## config.mk

```make
export PLATFORM = sky130hd
export DESIGN_NAME = data_memory
export DESIGN_NICKNAME = d
export VERILOG_FILES = /design/src/rtl/data_memory.sv
export SDC_FILE = /design/constraint.sdc
export NUM_CORES = 1
export LEC_CHECK = 0
export BUFFER_PORTS_ARGS = -buffer_cell sky130_fd_sc_hd__buf_2
export CORE_MARGIN = 8
export CORE_UTILIZATION = 43
export CTS_CLUSTER_DIAMETER = 120
export DETAILED_ROUTE_END_ITERATION = 12
export HOLD_SLACK_MARGIN = 0.1
export MAX_ROUTING_LAYER = met4
export SLEW_MARGIN = 25
export SYNTH_ARGS = -nofsm -noshare
export SYNTH_HDL_FRONTEND = slang
export SYNTH_SLANG_ARGS = --single-unit
```

## constraint.sdc

```tcl
create_clock -name clk -period 1.8 [get_ports clk]
set_input_delay 0.09 -clock clk [delete_from_list [all_inputs] [get_ports clk]]
set_output_delay 0.09 -clock clk [all_outputs]
set_load 0.01 [all_outputs]
```

## src/rtl/data_memory.sv

```systemverilog
// 16x32 RV32I data memory: byte/halfword/word stores, sign- or zero-extended loads by funct3.
// Latency: stores commit on the rising clk edge; loads are combinational (zero cycles).
// Backpressure: none; every request completes in the cycle it is presented.
module data_memory (
    input  logic        clk,
    input  logic        reset,
    input  logic [3:0]  address,
    input  logic [31:0] write_data,
    input  logic        write_enable,
    input  logic [2:0]  mem_type,
    input  logic        read_enable,
    output logic [31:0] read_data
);

    logic [31:0] mem_q [16];
    logic [31:0] mem_d [16];
    logic [31:0] wr_mask;
    logic [31:0] rd_word;

    // A byte-lane mask keeps untouched lanes intact on sub-word stores.
    always_comb begin
        wr_mask = '0;
        if (write_enable) begin
            case (mem_type)
                3'b000, 3'b100: wr_mask = 32'h0000_00FF;
                3'b001, 3'b101: wr_mask = 32'h0000_FFFF;
                3'b010:         wr_mask = 32'hFFFF_FFFF;
                default:        wr_mask = '0;
            endcase
        end
        for (int i = 0; i < 16; i++) begin
            mem_d[i] = mem_q[i];
            if (address == 4'(i)) begin
                mem_d[i] = (mem_q[i] & ~wr_mask) | (write_data & wr_mask);
            end
        end
    end

    always_ff @(posedge clk or negedge reset) begin
        if (!reset) begin
            for (int i = 0; i < 16; i++) begin
                mem_q[i] <= '0;
            end
        end else begin
            for (int i = 0; i < 16; i++) begin
                mem_q[i] <= mem_d[i];
            end
        end
    end

    always_comb begin
        rd_word   = mem_q[address];
        read_data = '0;
        if (read_enable) begin
            case (mem_type)
                3'b000:  read_data = {{24{rd_word[7]}}, rd_word[7:0]};
                3'b001:  read_data = {{16{rd_word[15]}}, rd_word[15:0]};
                3'b010:  read_data = rd_word;
                3'b100:  read_data = {24'h0, rd_word[7:0]};
                3'b101:  read_data = {16'h0, rd_word[15:0]};
                default: read_data = '0;
            endcase
        end
    end

endmodule

```

# Word-level counts from Yosys, hierarchy flattened
# Cells that the tools add are included.
[word_totals]
regBits = 512
word_cells = 82
[op_classes]
order_cmp = 1
n_eq_ne = 19
muxes = 7
bitwise = 35
reduce_logical = 4
[ops]
columns = ["cell", "count"]
rows = [
  ["$and A32 B32 Y32", 17],
  ["$or A32 B32 Y32", 16],
  ["$pmux W32 S5", 1],
  ["$bmux W32 S4", 1],
  ["$mux W32", 4],
  ["$pmux W32 S3", 1],
  ["$eq A4 B4 Y1 const B", 8],
  ["$not A32 Y32", 1],
  ["$eq A4 B3 Y1 const B", 4],
  ["$eq A4 B2 Y1 const B", 2],
  ["$eq A3 B3 Y1 const B", 2],
  ["$ge A5 B5 Y1 const B", 1],
  ["$not A4 Y5", 1],
  ["$eq A4 B1 Y1 const B", 1],
  ["$logic_not A4 Y1", 1],
  ["$reduce_or A2 Y1", 2],
  ["$eq A3 B1 Y1 const B", 1],
  ["$eq A3 B2 Y1 const B", 1],
  ["$logic_not A3 Y1", 1],
]

# Longest topological paths before layout
[logic_depth]
word_depth = 7
ltp_mapped = 8

# Least setup slack after synthesis
# OpenSTA, ideal clock, no wires.
[synth_path]
path_kind = "input port to output port"
from = "input port address[0]"
to = "output port read_data[12]"
t_arrival_ps = 1601
t_required_ps = 1710
setup_slack_ps = 109
cell_stages = 6
cell_sequence = "buf_4 buf_4 mux4_2 mux4_2 inv_1 o21ai_0"
[synth_between]
elab_chain_cells = 6
[synth_lines]
columns = ["item", "line", "text"]
rows = [
  ["from (decl)", "7", "input logic [3:0] address,"],
  ["$not A4 Y5 (not written as such)", "52", "rd_word = mem_q[address];"],
  ["$bmux W32 S4", "52", ""],
  ["$mux W32 (not written as such) (2 in series)", "52", ""],
  ["$pmux W32 S5", "55", "case (mem_type)"],
  ["$mux W32", "54", "if (read_enable) begin"],
  ["to (decl)", "12", "output logic [31:0] read_data"],
]
# Every way passes these cells. The select of a mux whose other input is x is not followed.

==> results.yml <==
status:
  status: "complete, but fails checks"
  violations: "negative setup slack"
drt:
  detail-route-antenna-nets: 0
  first_pass_iters: 4
  drt_iter0_markers: 651
  vias_per_cell: 5.60
  via_count: 13468
  detail_route.drc_violations: 0
  wire_per_inst_microns: 24.7
  wirelength_mm: 59.3
synthesis:
  synth.avg_cell_area_sq_um: 16.3
  yosys.area.top_type: "dfrtp_1"
  yosysSeqAreaShare: 0.543
  synth_fp_nets: 1488
  syn_inst: 1445
  ys_top_cells_by_area: "dfrtp_1 (54%), mux2_2 (24%), mux4_2 (14%), mux2i_1 (1.6%), buf_2 (0.68%)"
  synth_warnings: 0
  yosys_register_bits: 512
  synth.distinct_cells: 36
  netlist_area_sq_um: 23600
  synth_top_area_frac: 0.543
power:
  p_total_mw: 29.4
  powerDensity_nw_per_um2: 1030
  peakVddDrop_mv: 0.731
  p_leak_nw: 13.4
clock_tree:
  cts_sinks: 512
  cts.clk_slew.worst_paths_ns: 0.06
  cts_tree: "done"
  cts_inserted_buffers: 55
  ctsLongestPathBuffers: 3
  cts-root-buf: "clkbuf_16"
  clk_latency_ns: 0.58
  htreeDepth: 2
worst_setup_path:
  rrSetupSlack_ns: 0.93
  cp.arrival_ns: 2.49
  cp_cell_sequence: "mux4_2 -> mux2i_2 -> mux2i_1 -> o211ai_2 -> buf_12 -> buf_12 -> o21ai_2 -> buf_2"
  slowest_stage: "mux4_2"
  path_max_fanout: 7
  crit_type: "reg2out"
  critPathMostFrequentCell: "buf_12"
  cp_slowest_stage_delay_ns: 0.47
  critPathBufInv: 3
  worstRegToRegCells: 2
  crit_required_ns: 1.71
  setup.worst_path.end_class: "output pin"
  critPathLaunchType: "flip-flop"
  crit_family: "multiplexers"
floorplan:
  rows: 86
  dieArea_sq_um: 62600
  initial_core_util: 0.432
  die_y_microns: 250
  core_sq_um: 54700
  die_w_microns: 250
  ios: 75
final_layout:
  multiInputGateArea_sq_um: 10300
  area.growth.synth_to_final_pct: 21.2
  final_nets: 1700
  fin_area_sq_um: 28600
  regArea_sq_um: 12800
  final_util: 0.523
  drive_gt1_frac: 0.595
  diodes: 0
  nFillCells: 4536
  mostFrequentLayoutCell: "dfrtp_1"
  most-common-layout-cells: "dfrtp_1 (512), mux2_2 (511), mux4_2 (142)"
timing:
  tightest_slew_ns: 0.609
  finalSetupViolations: 32
  finalClockSkew_ns: 0
  hold_violations: 0
  fmax_ghz: 0.388
  fin_crit_sh: 1.43
  rsz0062_at_grt: "yes"
  holdWs_ns: 0.166
  tns_ns: -22.07
  layout_setup_ws_ns: -0.779
  max_slew_margin: 0.594
  period_minus_slack_ns: 2.58
  drv_slew: 0
placed_design:
  gp_congestion: 0.770
  port_buffers: 74
  dp_hpwl_mm: 36.8
  placed_area_sq_um: 26300
global_routing:
  grt_max_degree: 85
  grt_pass1_vias: 15152
  grt_pass1_wl_mm: 93.9
  overflow: 0
  antenna_found_initial: 0
  grt.total_usage: 0.200
worst_hold_path:
  hp-class: "in2async"
flow_run:
  maxCapViolations: 0
power breakdown:
group | internal (mW) | leakage [nW] | switching (mW)
clock | 6.70 | 0.882 | 4.62
sequential | 13.1 | 6.77 | 0.755
combinational | 2.57 | 5.73 | 1.60
area by class of cell:
class / instances / share of cell area
sequential: 512 / 0.448
multi-input combinational: 828 / 0.361
timing repair buffer: 253 / 0.0964
clock buffer: 87 / 0.0579
tap: 704 / 0.0308
clock inverter: 12 / 0.00503
inverter: 7 / 0.000918
worst max-delay path by stage:
stage / endpoint / slack (ns) / cells past startpoint
after floorplan: read_data[12] / 0.11 / 6
after global placement: read_data[11] / -0.25 / 7
after detailed placement: read_data[11] / -0.25 / 8
after CTS: read_data[16] / -0.86 / 8
after global routing: read_data[31] / -0.91 / 8
final: read_data[31] / -0.78 / 8
logic make-up (layout without fill, tap and decap cells):
kind of cell	after synthesis	in the layout	share of synthesized area
and+or+nand+nor	90	90	0.0240
buffers and inverters	105	359	0.0240
AOI/OAI and AO/OA	45	45	0.0126
muxes	693	693	0.396
DFF	512	512	0.543
synth_stat cells:
master    count
buf_4        19
nor2_1       11
buf_6         8
dfrtp_1     512
and2_1        1
nand4_1       2
nand3b_1      1
nor2b_1       8
and3_1        2
nand4_2       1
nor4_2        1
nand4b_1      1
mux2_1        2
o211ai_2      1
nor3_4        5
o21ai_0      10
o21ai_1      16
nand2_1      32
o22a_1       16
or3b_2        1
buf_2        32
o21a_1        1
nand2b_1      2
mux2i_1      38
nor3_2        5
a31oi_1       1
mux2_2      511
inv_1         7
clkbuf_1     38
nand2_4       2
nand2b_2      2
and2_2        1
buf_1         1
nand2_2      11
nand2b_4      1
mux4_2      142
worst min-delay path: cells and delay by family:
family / cells / cell delay (ns)
buffers and inverters: 3 / 0.99
metal layers:
layer | global-route usage | part of all wire | vias up
met1 | 0.266 | 0.45 | 7272
met4 | 0.0472 | 0.020 | 0
met3 | 0.0256 | 0.040 | 83
li1 | - | - | 5890
met5 | - | 0 | -
met2 | 0.326 | 0.49 | 223
per-stage QoR:
step                      instances  worst slack (ns)
after floorplan                1445             0.109
after global routing           2403            -0.908
after global placement         2266            -0.252
after CTS                      2402            -0.856
after detailed placement       2266            -0.251
final                          2403            -0.779
timing repair:
action                                  4_1_cts  5_1_grt
hold endpoints to repair                   1024        0
endpoints found under the setup margin       32       32
hold buffers                                 34        0
cloned                                        0        0
gates resized for setup                      23       20
buffers inserted                              5        4
pin swaps                                     3        3
Note: power is estimated with default switching activity, not from simulation.
